[config.mk]
export PLATFORM = sky130hd
export DESIGN_NAME = pipe_stage_reg
export DESIGN_NICKNAME = d
export VERILOG_FILES = /design/src/rtl/pipe_pkg.sv /design/src/rtl/pipe_perf_cnt.sv /design/src/rtl/pipe_stage_reg.sv
export SDC_FILE = /design/constraint.sdc
export NUM_CORES = 1
export LEC_CHECK = 0
export ABC_AREA = 1
export CAP_MARGIN = 10
export CORE_ASPECT_RATIO = 0.7
export CORE_MARGIN = 2
export CORE_UTILIZATION = 25
export CTS_BUF_LIST = sky130_fd_sc_hd__clkbuf_8
export CTS_CLUSTER_SIZE = 24
export DETAILED_ROUTE_END_ITERATION = 12
export GPL_TIMING_DRIVEN = 0
export PLACE_DENSITY = 0.54
export SYNTH_ARGS = -nofsm -noshare
export SYNTH_HDL_FRONTEND = slang
export SYNTH_SLANG_ARGS = --single-unit
[constraint.sdc]
create_clock -name Clk -period 4.95 [get_ports Clk]
set_input_delay 0.99 -clock Clk [delete_from_list [all_inputs] [get_ports Clk]]
set_output_delay 0.99 -clock Clk [all_outputs]
set_load 0.01 [all_outputs]
[src/rtl/pipe_pkg.sv]
// Shared definitions for the elastic pipeline stage registers: state encoding,
// per-boundary payload widths and control-field bit positions.
package pipe_pkg;

    typedef enum logic [1:0] {
        StEmpty = 2'd0,
        StOne   = 2'd1,
        StFull  = 2'd2
    } stage_state_e;

    localparam int unsigned DEF_DATA_W    = 128;
    localparam int unsigned DEF_CTRL_W    = 16;
    localparam int unsigned DEF_CNT_W     = 16;

    localparam int unsigned IF_ID_DATA_W  = 64;
    localparam int unsigned IF_ID_CTRL_W  = 1;
    localparam int unsigned ID_EX_DATA_W  = 128;
    localparam int unsigned ID_EX_CTRL_W  = 16;
    localparam int unsigned EX_MEM_DATA_W = 80;
    localparam int unsigned EX_MEM_CTRL_W = 8;
    localparam int unsigned MEM_WB_DATA_W = 48;
    localparam int unsigned MEM_WB_CTRL_W = 4;

    // Control payload layout, shared by decode and every consuming stage.
    localparam int unsigned CTRL_REG_WR    = 0;
    localparam int unsigned CTRL_MEM_WR    = 1;
    localparam int unsigned CTRL_MEM_RD    = 2;
    localparam int unsigned CTRL_BRANCH    = 3;
    localparam int unsigned CTRL_JUMP      = 4;
    localparam int unsigned CTRL_ALUOP_LSB = 5;
    localparam int unsigned CTRL_ALUOP_W   = 4;

    // The state encoding doubles as the held-entry count.
    function automatic logic [1:0] occupancy_of(stage_state_e s);
        return logic'(s == StFull) ? 2'd2 : (s == StOne) ? 2'd1 : 2'd0;
    endfunction

endpackage

[src/rtl/pipe_perf_cnt.sv]
// Saturating event counter for pipeline stage statistics; updates on the
// falling clock edge like the stage it observes.
module pipe_perf_cnt #(
    parameter int unsigned CNT_W = 16
) (
    input  logic             clk_i,
    input  logic             rst_ni,
    input  logic             inc_i,
    output logic [CNT_W-1:0] cnt_o
);

    logic [CNT_W-1:0] cnt_q, cnt_d;

    always_comb begin
        cnt_d = cnt_q;
        if (inc_i && (cnt_q != '1)) begin
            cnt_d = cnt_q + 1'b1;
        end
    end

    always_ff @(negedge clk_i or negedge rst_ni) begin
        if (!rst_ni) begin
            cnt_q <= '0;
        end else begin
            cnt_q <= cnt_d;
        end
    end

    assign cnt_o = cnt_q;

endmodule

[src/rtl/pipe_stage_reg.sv]
// Elastic pipeline register with a 2-entry skid buffer and synchronous flush.
// Define PIPE_STAGE_PERF_EN to add saturating stall/bubble counters.
module pipe_stage_reg
    import pipe_pkg::*;
#(
    parameter int unsigned DATA_W = DEF_DATA_W,
    parameter int unsigned CTRL_W = DEF_CTRL_W
`ifdef PIPE_STAGE_PERF_EN
    ,
    parameter int unsigned CNT_W  = DEF_CNT_W
`endif
) (
    input  logic              Clk,
    input  logic              Clrn,
    input  logic              flush,
    input  logic              in_valid,
    output logic              in_ready,
    input  logic [DATA_W-1:0] in_data,
    input  logic [CTRL_W-1:0] in_ctrl,
    output logic              out_valid,
    input  logic              out_ready,
    output logic [DATA_W-1:0] out_data,
    output logic [CTRL_W-1:0] out_ctrl,
    output logic [1:0]        occupancy
`ifdef PIPE_STAGE_PERF_EN
    ,
    output logic [CNT_W-1:0]  stall_cnt,
    output logic [CNT_W-1:0]  bubble_cnt
`endif
);

    stage_state_e      state_q;
    logic [DATA_W-1:0] main_data_q, skid_data_q;
    logic [CTRL_W-1:0] main_ctrl_q, skid_ctrl_q;
    logic              in_fire, out_fire;

    // in_ready depends only on state, so out_ready never reaches it combinationally.
    assign in_ready  = (state_q != StFull);
    assign out_valid = (state_q != StEmpty);
    assign in_fire   = in_valid & in_ready;
    assign out_fire  = out_valid & out_ready;

    always_ff @(negedge Clk or negedge Clrn) begin
        if (!Clrn) begin
            state_q     <= StEmpty;
            main_data_q <= '0;
            main_ctrl_q <= '0;
            skid_data_q <= '0;
            skid_ctrl_q <= '0;
        end else if (flush) begin
            state_q     <= StEmpty;
            main_data_q <= '0;
            main_ctrl_q <= '0;
            skid_data_q <= '0;
            skid_ctrl_q <= '0;
        end else begin
            unique case (state_q)
                StEmpty: begin
                    if (in_fire) begin
                        state_q     <= StOne;
                        main_data_q <= in_data;
                        main_ctrl_q <= in_ctrl;
                    end
                end
                StOne: begin
                    if (in_fire && out_fire) begin
                        main_data_q <= in_data;
                        main_ctrl_q <= in_ctrl;
                    end else if (in_fire) begin
                        state_q     <= StFull;
                        skid_data_q <= in_data;
                        skid_ctrl_q <= in_ctrl;
                    end else if (out_fire) begin
                        state_q     <= StEmpty;
                        main_data_q <= '0;
                        main_ctrl_q <= '0;
                    end
                end
                StFull: begin
                    if (out_fire) begin
                        state_q     <= StOne;
                        main_data_q <= skid_data_q;
                        main_ctrl_q <= skid_ctrl_q;
                        skid_data_q <= '0;
                        skid_ctrl_q <= '0;
                    end
                end
                default: begin
                    state_q <= StEmpty;
                end
            endcase
        end
    end

    assign out_data  = main_data_q;
    // Bubbles must never carry write enables downstream.
    assign out_ctrl  = out_valid ? main_ctrl_q : '0;
    assign occupancy = occupancy_of(state_q);

`ifdef PIPE_STAGE_PERF_EN
    pipe_perf_cnt #(
        .CNT_W (CNT_W)
    ) u_stall_cnt (
        .clk_i  (Clk),
        .rst_ni (Clrn),
        .inc_i  (out_valid & ~out_ready),
        .cnt_o  (stall_cnt)
    );

    pipe_perf_cnt #(
        .CNT_W (CNT_W)
    ) u_bubble_cnt (
        .clk_i  (Clk),
        .rst_ni (Clrn),
        .inc_i  (~out_valid),
        .cnt_o  (bubble_cnt)
    );
`endif

endmodule

==> flow_metrics.py <==
metrics = {
    "outcome": {
        "outcome": "complete, but fails checks",
        "failing_checks": "setup timing",
    },
    "die": {
        "rows": 72,
        "fp.dieArea_um2": 58300,
        "floorplan.core_area_um2": 55500,
        "initial_core_util": 0.254,
        "die_width_um": 288,
        "floorplan.io_pins": 297,
        "die_y_um": 203,
    },
    "clocking": {
        "tritoncts_num_sinks": 290,
        "tritoncts.num_buffers": 53,
        "ctsLongestPathBuffers": 3,
        "cts.hold.buffers_added": 0,
        "htree_levels": 2,
        "worstSkewPairLatency_ns": 0.59,
        "clk_pin_slew_worst_paths_ns": 0.05,
        "cts_tree": "done",
        "cts_root_buf": "sky130_fd_sc_hd__clkbuf_8",
    },
    "layout": {
        "final_layout_size_suffix_gt1_frac": 0.0828,
        "mostFrequentLayoutCells": "sky130_fd_sc_hd__nand2_1, sky130_fd_sc_hd__dfrtn_1, sky130_fd_sc_hd__clkdlybuf4s50_1, sky130_fd_sc_hd__nand3b_1, sky130_fd_sc_hd__dlygate4sd2_1",
        "mostFrequentLayoutCell": "sky130_fd_sc_hd__nand2_1",
        "area.growth.synth_to_final_pct": 37.3,
        "antenna_cells": 0,
        "nets": 2456,
    },
    "placed_design": {
        "numPortBuffers": 296,
        "place.detailed.hpwl_um": 34700,
        "gp_routability_congestion": 0.817,
    },
    "synth": {
        "ys_seq_elements": 290,
        "synth_sequential_area_ratio": 0.515,
        "synthesis.yosys.warnings": 0,
        "synthDistinctLibCells": 16,
        "syn_avg_cell_area_um2": 7.28,
        "synth.cell_area_um2": 14100,
        "number_of_instances_in_the_synthesized_netlist": 1934,
        "synthesis.nets": 2087,
    },
    "timing": {
        "skew_ns": 0.0236,
        "finalSetupViolations": 19,
        "post-route-worst-setup-slack_ns": -0.244,
        "max_slew_margin": 0.460,
        "totalNegativeSetupSlack_ns": -3.92,
        "timing.final.max_slew_violations": 0,
        "worst_slew_pin_slew_ns": 0.810,
        "rsz0062_at_grt": "true",
        "hold_viol_final": 0,
        "timing.hold.ws_ns": 0.416,
    },
    "global_route": {
        "number_of_global_route_vias_before_repair": 13206,
        "antenna_found_initial": 1,
        "grt_max_degree": 113,
        "grt_util_met1": 0.233,
        "grt.met3_usage": 0.0382,
        "grt_util_all_layers": 0.164,
        "gr-usage-met2": 0.249,
        "global_route.overflow_total": 0,
        "globalRoute.busiestLayer": "met2",
        "grt_first_pass_wirelength_um": 74900,
    },
    "flow_run": {
        "maxCapViolCount": 0,
    },
    "worst_setup_path": {
        "crit_required_ns": 3.96,
        "cp-start-kind": "flip-flop",
        "crit_path_end_kind": "output pin",
        "setup.worst_path.class": "flip-flop to output pin",
        "crit_path_max_fanout": 6,
        "cp.arrival_ns": 4.20,
    },
    "pwr": {
        "worst_ir_drop_vdd_mv": 0.183,
        "power.density_nw_per_um2": 464,
        "power.static_leakage_uw": 0.0107,
    },
    "detailed_routing": {
        "antenna_violating_nets_post_route": 0,
        "detailedRoute.firstIterationViolations": 788,
        "avgRoutedWirePerCell_um": 15.4,
        "drt_pre_antenna_iters": 5,
        "vias_per_cell": 4.34,
        "routed_wirelength_um": 47600,
        "drt_drc_violations_left": 0,
        "via_count": 13377,
    },
    "worst_hold_path": {
        "worst_hold_path_type": "flip-flop to flip-flop",
    },
}
==> per-layer routing <==
layer | up-vias | part of all wire
li1 | 6626 | -
met1 | 6403 | 0.49
met4 | 2 | 0.018
met2 | 278 | 0.43
met3 | 68 | 0.057
met5 | - | 0.00027
==> cell families (layout without fill, tap and decap cells) <==
family                     count (synthesis)  after routing  synth area share
AOI/OAI and AO/OA                          2              2          0.000888
adders and majority gates                  4              4           0.00355
DFF                                      290            290             0.515
and+or+nand+nor                         1488           1488             0.436
buffers and inverters                    150            559            0.0440
==> cells in the mapped netlist <==
cell type | instances | share of area
sky130_fd_sc_hd__buf_4 | 2 | 0.0011
sky130_fd_sc_hd__dfrtn_1 | 290 | 0.52
sky130_fd_sc_hd__o21ai_1 | 1 | 0.00036
sky130_fd_sc_hd__ha_1 | 4 | 0.0036
sky130_fd_sc_hd__nor3_4 | 1 | 0.0012
sky130_fd_sc_hd__nor2_1 | 20 | 0.0053
sky130_fd_sc_hd__buf_1 | 3 | 0.00080
sky130_fd_sc_hd__a21o_1 | 1 | 0.00053
sky130_fd_sc_hd__nor3_1 | 1 | 0.00036
sky130_fd_sc_hd__inv_1 | 23 | 0.0061
sky130_fd_sc_hd__inv_2 | 3 | 0.00080
sky130_fd_sc_hd__nand3b_1 | 144 | 0.077
sky130_fd_sc_hd__nand2_1 | 1318 | 0.35
sky130_fd_sc_hd__clkbuf_1 | 80 | 0.021
sky130_fd_sc_hd__buf_2 | 39 | 0.014
sky130_fd_sc_hd__nand3_1 | 4 | 0.0014
==> path summary, 6_finish.rpt <==
check | end | start | cells past startpoint | slack (ns)
hold / removal | skid_data_q[1] | skid_data_q[1] | 2 | 0.42
max in group asynchronous | skid_ctrl_q[9] | Clrn | 3 | 0.64
hold reg to reg | skid_data_q[1] | skid_data_q[1] | 2 | 0.42
min in group asynchronous | out_data[106] | Clrn | 1 | 2.76
setup / recovery | out_ctrl[14] | state_q[1] | 6 | -0.24
setup reg to reg | out_data[50] | state_q[1] | 16 | 2.39
==> final cells by class <==
| class | instances | area, µm² |
|---|---|---|
| multi-input cells | 1494 | 6380 |
| inverters | 26 | 103 |
| repair buffers | 314 | 3040 |
| clock buffers | 65 | 895 |
| plain buffers | 124 | 577 |
| fillers | 5969 | 36100 |
| flip-flops and latches | 290 | 7260 |
| well taps | 740 | 926 |
| clock inverters | 30 | 166 |
==> sequential cells by signal, summed over array words and instances (netlist names) <==
register,flops
main_ctrl_q,16
out_data,128
skid_ctrl_q,16
skid_data_q,128
state_q,2
==> per-stage QoR <==
stage	total power (µW)	area, µm²	std cells	worst slack, ns	util
after floorplan	5100	14100	1934	0.254	-
after global placement	6700	18000	2970	-12.62	0.324
after detailed placement	6740	18000	2972	-1.31	0.325
after CTS	9070	19200	3079	-0.277	0.346
after global routing	9670	19300	3083	-0.319	0.349
final	8980	19300	3083	-0.244	0.349
==> critical path, cell delays in order, from the launching register on <==
cell and delay (ns):
sky130_fd_sc_hd__dfrtn_1 0.43, sky130_fd_sc_hd__inv_2 0.06, sky130_fd_sc_hd__ha_4 0.16, sky130_fd_sc_hd__buf_8 0.14, sky130_fd_sc_hd__clkbuf_16 0.17, sky130_fd_sc_hd__nor2_4 0.09, sky130_fd_sc_hd__buf_6 0.10
==> power breakdown <==
| part | internal [µW] | switching [µW] |
|---|---|---|
| Clock | 1240 | 1100 |
| Combinational | 1180 | 2010 |
| Sequential | 3100 | 356 |
==> timing repair <==
item / in CTS / in global routing
buffers inserted: 10 / 5
pin swaps: 16 / 3
gates cloned: 2 / 0
resized for setup: 269 / 43
setup endpoints to repair: 436 / 167
Power figures use the tool's default switching activity.
